**src/rtl/serial_byte_rx.sv**
```systemverilog
// serial_byte_rx: 8N1 serial byte receiver.
// Finds the start bit's falling edge, samples every bit at its middle using a
// fixed clocks-per-bit count, and holds the received byte with a ready flag
// until the consumer acknowledges it. Framing and overrun conditions are flagged.
module serial_byte_rx #(
    parameter int CLKS_PER_BIT = 16
) (
    input  logic       clk,
    input  logic       n_rst,
    input  logic       serial_in,
    input  logic       data_read,
    output logic [7:0] rx_data,
    output logic       data_ready,
    output logic       framing_error,
    output logic       overrun_error
);

    // Start edge to start-bit middle; every later sample is one full bit apart.
    localparam int HALF_BIT = CLKS_PER_BIT / 2;
    localparam int CNT_W    = $clog2(CLKS_PER_BIT);

    // Counter terminal values: the counter is cleared on the cycle a phase
    // begins, so a sample lands when it reaches (interval - 1).
    localparam logic [CNT_W-1:0] CNT_HALF = CNT_W'(HALF_BIT - 1);
    localparam logic [CNT_W-1:0] CNT_FULL = CNT_W'(CLKS_PER_BIT - 1);

    typedef enum logic [2:0] {
        IDLE,
        START,
        DATA,
        STOP,
        LOAD
    } state_t;

    state_t           state_reg, state_next;
    logic [CNT_W-1:0] cnt_reg, cnt_next;
    logic [2:0]       idx_reg, idx_next;
    logic [7:0]       shift_reg, shift_next;
    logic             prev_in_reg;
    logic [7:0]       rx_reg, rx_next;
    logic             dr_reg, dr_next;
    logic             fe_reg, fe_next;
    logic             ov_reg, ov_next;

    // A start bit is a high-to-low transition; prev_in resets low so the line
    // has to be observed idle-high before any frame can begin.
    logic start_edge;
    assign start_edge = prev_in_reg & ~serial_in;

    // FSM state register.
    always_ff @(posedge clk) begin
        if (!n_rst) begin
            state_reg <= IDLE;
        end else begin
            state_reg <= state_next;
        end
    end

    // Datapath registers: counters, shift register, edge detector and outputs.
    always_ff @(posedge clk) begin
        if (!n_rst) begin
            cnt_reg     <= '0;
            idx_reg     <= '0;
            shift_reg   <= '0;
            prev_in_reg <= 1'b0;
            rx_reg      <= '0;
            dr_reg      <= 1'b0;
            fe_reg      <= 1'b0;
            ov_reg      <= 1'b0;
        end else begin
            cnt_reg     <= cnt_next;
            idx_reg     <= idx_next;
            shift_reg   <= shift_next;
            prev_in_reg <= serial_in;
            rx_reg      <= rx_next;
            dr_reg      <= dr_next;
            fe_reg      <= fe_next;
            ov_reg      <= ov_next;
        end
    end

    // Next-state and datapath update; the LOAD branch overrides the
    // acknowledge so a byte arriving with data_read stays marked ready.
    always_comb begin
        state_next = state_reg;
        cnt_next   = cnt_reg;
        idx_next   = idx_reg;
        shift_next = shift_reg;
        rx_next    = rx_reg;
        dr_next    = dr_reg;
        fe_next    = fe_reg;
        ov_next    = ov_reg;

        if (data_read) begin
            dr_next = 1'b0;
            ov_next = 1'b0;
        end

        case (state_reg)
            IDLE: begin
                cnt_next = '0;
                if (start_edge) begin
                    state_next = START;
                    cnt_next   = '0;
                    idx_next   = '0;
                    fe_next    = 1'b0;
                end
            end

            START: begin
                if (cnt_reg == CNT_HALF) begin
                    cnt_next = '0;
                    // A high line at mid start bit means it was only a glitch.
                    state_next = serial_in ? IDLE : DATA;
                end else begin
                    cnt_next = cnt_reg + 1'b1;
                end
            end

            DATA: begin
                if (cnt_reg == CNT_FULL) begin
                    cnt_next            = '0;
                    shift_next[idx_reg] = serial_in;
                    if (idx_reg == 3'd7) begin
                        state_next = STOP;
                    end else begin
                        idx_next = idx_reg + 3'd1;
                    end
                end else begin
                    cnt_next = cnt_reg + 1'b1;
                end
            end

            STOP: begin
                if (cnt_reg == CNT_FULL) begin
                    cnt_next = '0;
                    if (serial_in) begin
                        state_next = LOAD;
                    end else begin
                        fe_next    = 1'b1;
                        state_next = IDLE;
                    end
                end else begin
                    cnt_next = cnt_reg + 1'b1;
                end
            end

            LOAD: begin
                rx_next    = shift_reg;
                dr_next    = 1'b1;
                // Overrun only when an unread byte is overwritten without ack.
                ov_next    = dr_reg & ~data_read;
                state_next = IDLE;
            end

            default: begin
                state_next = IDLE;
            end
        endcase
    end

    assign rx_data       = rx_reg;
    assign data_ready    = dr_reg;
    assign framing_error = fe_reg;
    assign overrun_error = ov_reg;

endmodule

```
**config.mk**
```make
export PLATFORM = sky130hd
export DESIGN_NAME = serial_byte_rx
export DESIGN_NICKNAME = d
export VERILOG_FILES = /design/src/rtl/serial_byte_rx.sv
export SDC_FILE = /design/constraint.sdc
export NUM_CORES = 1
export LEC_CHECK = 0
export BUFFER_PORTS_ARGS = -buffer_cell sky130_fd_sc_hd__clkbuf_2
export CORE_MARGIN = 2
export CORE_UTILIZATION = 40
export DETAILED_ROUTE_END_ITERATION = 6
export MAX_ROUTING_LAYER = met4
export PLACE_DENSITY = 0.54
export REMOVE_ABC_BUFFERS = 1
export SETUP_SLACK_MARGIN = 0.02
export SLEW_MARGIN = 30
export SYNTH_ARGS = -nofsm -noshare
export SYNTH_HDL_FRONTEND = slang
export SYNTH_SLANG_ARGS = --single-unit
```
**constraint.sdc**
```tcl
create_clock -name clk -period 1.8 [get_ports clk]
set_input_delay 0.27 -clock clk [delete_from_list [all_inputs] [get_ports clk]]
set_output_delay 0.27 -clock clk [all_outputs]
set_load 0.005 [all_outputs]
```
==> metrics.md, run 1 <==
| Metric | Value |
|---|---|
| Outcome | complete, no violations |
| Cells resized by post-CTS repair | 0 |
| Largest net degree at the start of global routing | 25 |
| Hold Crit Class | input pin to register |
| Arr. time, crit path | 1.78 ns |
| Dpl cells | 213 |
| Min-Delay Endpoint | overrun_error |
| Antenna violations before repair | 0 |
| WHS Path Cells | 2 |
| GP Congestion | 0.7489 |
| Final setup vio count | 0 |
| Vias in the first global route | 1,006 |
| FF-to-FF path depth | 5 |
| Primary FF master, synth | dfxtp_1 |
| Synth Instances | 155 |
| Final period util | 0.8573 |
| Fillers | 360 |
| Post-Syn Area per Cell | 8.783 sq um |
| Chip width | 62.34 microns |
| Post-Synth Simple-Gate Area | 0.2675 |
| Ports | 15 |
| Fin. max-slew vios | 0 |
| H-tree levels | 2 |
| Area grow syn2layout | 13.69% |
| Area of the mapped netlist | 1361 sq um |
| Post-synthesis adder-cell area fraction | 0.02757 |
| DIE AREA | 3886 sq um |
| EDFF count, synth | 0 |
| First-pass GRT wire length | 4.567 mm |
| Post-route insts no fill | 221 |
| GRT Util Overall | 0.1555 |
| Vias per cell | 4.941 |
| TritonCTS clock tree | built |
| Tightest Pin Transition | 0.5231 ns |
| Fraction of final layout cells sized beyond drive strength 1 | 0.1829 |
| Mux share of post-synthesis cell area | 0.09559 |
| ANT nets after route | 0 |
| Die Height | 62.34 microns |
| P_leak | 0.6371 nW |
| CP startpoint kind | register |
| R2R setup slack | 0.26 ns |
| Drt pass-1 iters | 4 |
| WL met3 | 109 microns |
| Port Buffer Count | 14 |
| Clock tree buffer depth | 2 |
| WP data required | 2.04 ns |
| Max Cap Violations | 0 |
| # hold bufs at CTS | 0 |
| VDD IR max | 0.3595 mV |
| Area after DPL | 1483 sq um |
| Final Hold Vio Count | 0 |
| HP Start | data_read |
| Design area | 1548 sq um |
| FF+latch count, synth | 30 |
| Setup TNS | 0 ns |
| Total Wirelength | 2.542 mm |
| Drt initial violations | 26 |
| Setup Fix Bufs, Post-CTS | 0 |
| Via Count | 1,092 |
| Hold Slack | 0.09752 ns |
| Crit path time final | 1.543 ns |
| FFs w/ async S/R, synth | 0 |
| Num CTS Buffers | 5 |
| Core area | 3311 sq um |
| Worst clock skew | 0.007258 ns |
| Reg clk slew, reported paths | 0.09 ns |
| RR Startpoint | idx_reg[1] |
| Grt total ovfl | 0 |
| Area of the multi-input gates | 721.9 sq um |
| Placed wire-length estimate | 1.843 mm |
| WL met1 | 1.216 mm |
| Pwr dens | 734.8 nW/um^2 |
| # DRC | 0 |
| Main combinational cell family by area after synthesis | simple AND/OR/NAND/NOR gates |
| RSZ-0062 raised after global routing | no |
| Synth Area in XOR/XNOR | 0.01195 |
| Nets@finish | 181 |
| Max Clock Freq | 0.6480 GHz |
| RR Endpoint | state_reg[1] |
| Root buffer cell | clkbuf_4 |
| Sequential area share after synthesis | 0.4412 |
| Worst-path fanout max | 4 |
| CTS Sinks | 30 |
| Routed wl met2 | 1.167 mm |
| Top layer in use | met4 |
| Core Util, Final | 0.4675 |
| Seq. cell area | 600.6 sq um |
| Latest clock arrival within the worst-skew pair | 0.33 ns |
| Yosys cell types | 35 |
| YS warnings | 0 |
| Most frequent cells in the layout | nand2_1, dfxtp_1, clkbuf_2, mux2i_1, a21boi_1 |
| Avg WL per Cell | 11.50 microns |
| # diodes | 0 |
| Starting Density | 0.4112 |
| Complex-gate fraction of the synthesized area | 0.1241 |
| Setup Crit Path Kind | register to register |
| Crit end category | register |
| Commonest non-fill, non-tap cell in the layout | nand2_1 |
| Row Count | 21 |
| Max_slew headroom | 0.6508 |
-- cells in the mapped netlist (all sizes together), types with 2 or more instances --
cell type / instances / area, sq um
buf: 4 / 28.78
inv: 2 / 7.510
o21ai: 3 / 18.76
mux2i: 13 / 130.1
clkbuf: 2 / 7.510
nor2b: 3 / 18.77
ha: 3 / 37.54
dfxtp: 30 / 600.6
nor3b: 4 / 30.03
nor2: 7 / 28.78
nor4: 2 / 12.51
nand2b: 3 / 18.77
and2: 3 / 18.77
a21oi: 3 / 18.77
nand2: 45 / 168.9
a21boi: 10 / 75.07
nand3: 6 / 30.03
-- kinds of logic after synthesis --
kind of cell               count (synthesis)
adders and majority gates                  3
AOI/OAI and AO/OA                         22
and+or+nand+nor                           78
DFF                                       30
muxes                                     13
buffers and inverters                      8
xor gates and xnor gates                   1
-- per-stage QoR --
step                      worst slack [ns]  total power, mW
after floorplan                     0.2260           0.7119
after global placement              0.1943           0.7320
after detailed placement            0.1466           0.7331
after CTS                           0.1125            1.160
after global routing               0.06428            1.196
final                               0.2568            1.137
-- worst max-delay path: stages, from the launching register on --
cell	delay, ns
dfxtp_1	0.34
ha_1	0.19
ha_1	0.22
a2111oi_2	0.46
o211ai_1	0.16
o31ai_1	0.09
-- power breakdown --
part / total (mW) / internal, mW / switching (mW)
sequential: 0.671 / 0.667 / 0.00460
clock: 0.419 / 0.189 / 0.230
combinational: 0.0466 / 0.0183 / 0.0283
total: 1.14 / 0.874 / 0.263
-- final cells by class --
type,instances,area share
clock buffer,7,0.03557
clock inverter,1,0.003234
inverter,2,0.004850
multi-input combinational,117,0.4665
sequential,30,0.3880
tap,46,0.03719
timing repair buffer,18,0.06467
-- metal layers --
layer  vias to the layer above  GRT usage
li1                        565          -
met1                       505     0.1852
met2                        18     0.2351
met3                         4    0.05435
met4                         0    0.07500
met5                         -          -
-- worst max-delay path by stage --
stage / slack [ns] / cells past startpoint / end / startpoint
after global routing: 0.06 / 5 / state_reg[1] / idx_reg[1]
final: 0.26 / 5 / state_reg[1] / idx_reg[1]
after global placement: 0.19 / 5 / state_reg[0] / idx_reg[1]
after CTS: 0.11 / 5 / state_reg[1] / idx_reg[0]
after floorplan: 0.23 / 5 / state_reg[0] / idx_reg[0]
after detailed placement: 0.15 / 5 / state_reg[1] / idx_reg[1]
No activity file was read; power rests on OpenSTA's default activity.
==> run 2, diff against run 1 <==
--- a/config.mk
+++ b/config.mk
@@ -8,6 +8,7 @@
 export BUFFER_PORTS_ARGS = -buffer_cell sky130_fd_sc_hd__clkbuf_2
 export CORE_MARGIN = 2
 export CORE_UTILIZATION = 40
+export CTS_BUF_LIST = sky130_fd_sc_hd__clkbuf_4 sky130_fd_sc_hd__clkbuf_8
 export DETAILED_ROUTE_END_ITERATION = 6
 export MAX_ROUTING_LAYER = met4
 export PLACE_DENSITY = 0.54
==> constraint.sdc (replaced) <==
create_clock -name clk -period 1.88 [get_ports clk]
set_input_delay 0.282 -clock clk [delete_from_list [all_inputs] [get_ports clk]]
set_output_delay 0.282 -clock clk [all_outputs]
set_load 0.005 [all_outputs]
==> metrics.md, run 2 (same netlist as run 1, synthesis figures left out) <==
| Metric | Value |
|---|---|
| ANT nets after route | 0 |
| # diodes | 0 |
| Largest net degree at the start of global routing | 24 |
| WHS Path Cells | 2 |
| Kind of cell adding the most delay to the critical path | simple AND/OR/NAND/NOR gates |
| Worst-path fanout max | 5 |
| H-tree levels | 2 |
| Crit path time final | 1.576 ns |
| Tightest Pin Transition | 0.5455 ns |
| Final period util | 0.8384 |
| Dpl cells | 211 |
| Min-Delay Endpoint | overrun_error |
| Placed wire-length estimate | 1.857 mm |
| Hold Crit Class | input pin to register |
| Most frequent cells in the layout | nand2_1, dfxtp_1, clkbuf_2, mux2i_1, a21boi_1 |
| Chip width | 62.34 microns |
| Root buffer cell | clkbuf_4 |
| RR Startpoint | cnt_reg[0] |
| CP max stage delay | 0.39 ns |
| First-pass GRT wire length | 4.560 mm |
| Latest clock arrival within the worst-skew pair | 0.33 ns |
| Final Hold Vio Count | 0 |
| Reg clk slew, reported paths | 0.09 ns |
| Post-route insts no fill | 219 |
| Nets@finish | 179 |
| Setup Crit Path Kind | register to register |
| Fin. max-slew vios | 0 |
| WP data required | 2.08 ns |
| TritonCTS clock tree | built |
| Arr. time, crit path | 1.78 ns |
| Fillers | 352 |
| GRT Util Overall | 0.1560 |
| Ports | 15 |
| Vias in the first global route | 1,017 |
| Total Wirelength | 2.633 mm |
| Crit end category | register |
| # DRC | 0 |
| Setup TNS | 0 ns |
| Via Count | 1,087 |
| Avg WL per Cell | 12.02 microns |
| Setup Fix Bufs, Post-CTS | 0 |
| Vias per cell | 4.963 |
| RSZ-0062 raised after global routing | no |
| Max_slew headroom | 0.6358 |
| Drt initial violations | 30 |
| CTS Sinks | 30 |
| R2R setup slack | 0.30 ns |
| Starting Density | 0.4112 |
| Drt pass-1 iters | 4 |
| VDD IR max | 0.3548 mV |
| HP Start | data_read |
| DIE AREA | 3886 sq um |
| CP startpoint kind | register |
| Die Height | 62.34 microns |
| Max Cap Violations | 0 |
| FF-to-FF path depth | 5 |
| Antenna violations before repair | 0 |
| Pwr dens | 724.2 nW/um^2 |
| Max Clock Freq | 0.6344 GHz |
| Outcome | complete, no violations |
| Area grow syn2layout | 12.87% |
| Fraction of final layout cells sized beyond drive strength 1 | 0.1792 |
| GP Congestion | 0.7924 |
| CP bufs+invs | 0 |
| RR Endpoint | shift_reg[5] |
| P_leak | 0.6296 nW |
| Grt total ovfl | 0 |
| Port Buffer Count | 14 |
| Final setup vio count | 0 |
| Num CTS Buffers | 5 |
| Commonest non-fill, non-tap cell in the layout | nand2_1 |
| Clock tree buffer depth | 2 |
| CP max-delay cell | dfxtp_1 |
| Row Count | 21 |
| Worst clock skew | 0.01179 ns |
| Worst path cell trace | ha_1 -> and3_2 -> and4b_1 -> nand3_1 -> mux2i_1 |
| Core area | 3311 sq um |
[run 2: cell types whose count changed in the layout (fill, tap and decap cells not counted), sizes merged]
cell	before	now
buf	4	2
[run 2: through the flow]
stage | util | cell area, sq um | power [mW] | setup WS, ns | hold slack (ns)
2_1_floorplan | - | 1325 | 0.6816 | 0.3060 | 0.3581
3_3_place_gp | 0.4433 | 1468 | 0.7015 | 0.2801 | 0.4358
3_5_place_dp | 0.4433 | 1468 | 0.7024 | 0.2591 | 0.4458
4_1_cts | 0.4626 | 1531 | 1.123 | 0.2448 | 0.1095
5_1_grt | 0.4641 | 1536 | 1.159 | 0.1166 | 0.1034
6_report | 0.4641 | 1536 | 1.113 | 0.3038 | 0.1212
[run 2: per-layer routing]
metal | wire length, microns | vias up | global-route usage | part of all wire
met5 | 0 | - | - | 0
met4 | 54 | 0 | 0.07500 | 0.021
met3 | 84 | 5 | 0.03804 | 0.032
met2 | 1239 | 18 | 0.2391 | 0.47
met1 | 1255 | 502 | 0.1936 | 0.48
li1 | - | 562 | - | -
[run 2: layout make-up]
cell class,count,area (sq um),share of cell area
Tap cell,46,57.56,0.03746
Clock buffer,7,58.81,0.03827
Clock inverter,1,5.005,0.003257
Timing Repair Buffer,16,85.08,0.05537
Sequential cell,30,600.6,0.3909
Inverter,2,7.507,0.004886
Multi-Input combinational cell,117,721.9,0.4699
[run 2: power by group]
| group | switching [mW] | internal [mW] |
|---|---|---|
| combinational | 0.0279 | 0.0175 |
| clock | 0.229 | 0.196 |
| sequential | 0.00449 | 0.638 |
[run 2: worst max path at each step]
stage / start / end / slack [ns] / cells after the start
floorplan: idx_reg[0] / state_reg[0] / 0.31 / 5
global placement: idx_reg[1] / state_reg[0] / 0.28 / 5
detailed placement: idx_reg[1] / state_reg[0] / 0.26 / 5
CTS: idx_reg[1] / state_reg[1] / 0.24 / 5
global route: state_reg[1] / state_reg[1] / 0.12 / 4
finish: cnt_reg[0] / shift_reg[5] / 0.30 / 5
[run 2: repair_timing]
action / in CTS / in global routing
hold buffers: 0 / 0
hold endpoints to repair: 0 / 0
endpoints found under the setup margin: 0 / 2
gates resized for setup: 0 / 1
[run 2: worst register-to-register path: cells and delay by family, from the launching register on]
family        cells  cell delay (ns)
simple gates      3             0.67
flops             1             0.39
fa+ha+maj         1             0.27
mux               1             0.13
==> run 3, diff against run 2 <==
==> constraint.sdc (replaced) <==
create_clock -name clk -period 1.6 [get_ports clk]
set_input_delay 0.24 -clock clk [delete_from_list [all_inputs] [get_ports clk]]
set_output_delay 0.24 -clock clk [all_outputs]
set_load 0.005 [all_outputs]
==> metrics.md, run 3 (same netlist as run 1, synthesis figures left out) <==
| Metric | Value |
|---|---|
| Grt total ovfl | 0 |
| Fin. max-slew vios | 0 |
| GRT Util Overall | 0.1610 |
| Commonest non-fill, non-tap cell in the layout | nand2_1 |
| HP Start | data_read |
| GP Congestion | 0.7850 |
| Tightest Pin Transition | 0.3614 ns |
| Cells resized by post-CTS repair | 1 |
| Pwr dens | 851.3 nW/um^2 |
| Total Wirelength | 2.654 mm |
| Pwr Total | 1.376 mW |
| Core Util, Final | 0.4883 |
| Largest net degree at the start of global routing | 23 |
| CP startpoint kind | register |
| R2R setup slack | 0.13 ns |
| Fillers | 330 |
| Ports | 15 |
| Outcome | complete, no violations |
| Reg clk slew, reported paths | 0.10 ns |
| Setup Fix Bufs, Post-CTS | 0 |
| Crit end category | register |
| First-pass GRT wire length | 4.678 mm |
| Vias in the first global route | 1,038 |
| CP startpoint | idx_reg[1] |
| Routed wl met2 | 1.244 mm |
| Fraction of final layout cells sized beyond drive strength 1 | 0.2235 |
| Core area | 3311 sq um |
| Final Hold Vio Count | 0 |
| Top layer in use | met4 |
| Chip width | 62.34 microns |
| Area grow syn2layout | 18.75% |
| P_leak | 0.6734 nW |
| Placed wire-length estimate | 1.924 mm |
| Drt pass-1 iters | 4 |
| Crit path time final | 1.473 ns |
| Worst clock skew | 0.01128 ns |
| Setup TNS | 0 ns |
| TritonCTS clock tree | built |
| CP max-delay cell | a2111oi_4 |
| VDD IR max | 0.3144 mV |
| DIE AREA | 3886 sq um |
| # DRC | 0 |
| FF-to-FF path depth | 5 |
| RR Startpoint | idx_reg[1] |
| WP data required | 1.84 ns |
| Starting Density | 0.4112 |
| Min-Delay Endpoint | overrun_error |
| Final period util | 0.9204 |
| # hold bufs at CTS | 0 |
| Arr. time, crit path | 1.71 ns |
| WL met1 | 1.236 mm |
| Setup Crit Path Kind | register to register |
| ANT nets after route | 0 |
| Via Count | 1,099 |
| WHS Path Cells | 2 |
| # diodes | 0 |
| Most frequent cells in the layout | nand2_1, dfxtp_1, clkbuf_2, mux2i_1, a21boi_1 |
| Antenna violations before repair | 0 |
| Latest clock arrival within the worst-skew pair | 0.34 ns |
| Die Height | 62.34 microns |
| WL met3 | 119 microns |
| Max Clock Freq | 0.6790 GHz |
| Drt initial violations | 60 |
| Nets@finish | 185 |
| Max Cap Violations | 0 |
| Port Buffer Count | 14 |
| RSZ-0062 raised after global routing | no |
| Most frequent CP cell | ha_1 |
| RR Endpoint | state_reg[0] |
| Hold Crit Class | input pin to register |
| Max_slew headroom | 0.7585 |
| CTS Sinks | 30 |
| Final setup vio count | 0 |
| Row Count | 21 |
| H-tree levels | 2 |
| Vias per cell | 4.884 |
| Worst-path fanout max | 4 |
| Num CTS Buffers | 5 |
| Root buffer cell | clkbuf_4 |
| Avg WL per Cell | 11.80 microns |
| Clock tree buffer depth | 2 |
| Worst path cell trace | ha_1 -> ha_1 -> a2111oi_4 -> or3_1 -> a21oi_2 |
| CP max stage delay | 0.39 ns |
## run 3: cell type report
cell class	count	area (sq um)	share of cell area
Tap cell	46	57.56	0.03560
Timing Repair Buffer	22	130.1	0.08050
Sequential cell	30	601.8	0.3723
Multi-Input combinational cell	117	740.7	0.4582
Clock buffer	8	78.83	0.04876
Inverter	2	7.507	0.004644
## run 3: metrics by stage
stage	setup WS (ns)	cell area, sq um	hold slack, ns	cells
after floorplan	0.02597	1325	0.3161	149
after CTS	0.06058	1597	0.05761	225
after global routing	0.02675	1617	0.04524	225
final	0.1273	1617	0.07355	225
after global placement	0.003256	1513	0.4148	217
after detailed placement	-0.05325	1513	0.4202	217
## run 3: worst max path at each step
stage                   end  depth (start not counted)
2_1_floorplan  state_reg[0]                          5
6_report       state_reg[0]                          5
5_1_grt        shift_reg[7]                          5
3_3_place_gp   state_reg[0]                          5
4_1_cts        state_reg[0]                          5
3_5_place_dp   state_reg[0]                          5
## run 3: report_power, final
part	leakage, nW	internal (mW)	switching, mW
clock network	0.0446	0.300	0.265
registers	0.242	0.750	0.00559
logic	0.386	0.0224	0.0329
total	0.673	1.07	0.304
## run 3: critical path: cells and delay by family, from the launching register on
kind | cells | cell delay [ns]
adders and majority gates | 2 | 0.42
DFF | 1 | 0.34
and+or+nand+nor | 1 | 0.17
AOI/OAI and AO/OA | 2 | 0.44
## run 3: layer usage
metal | vias up | GRT usage
met2 | 15 | 0.2514
li1 | 574 | -
met5 | - | -
met1 | 505 | 0.1828
met4 | 0 | 0.06667
met3 | 5 | 0.06703
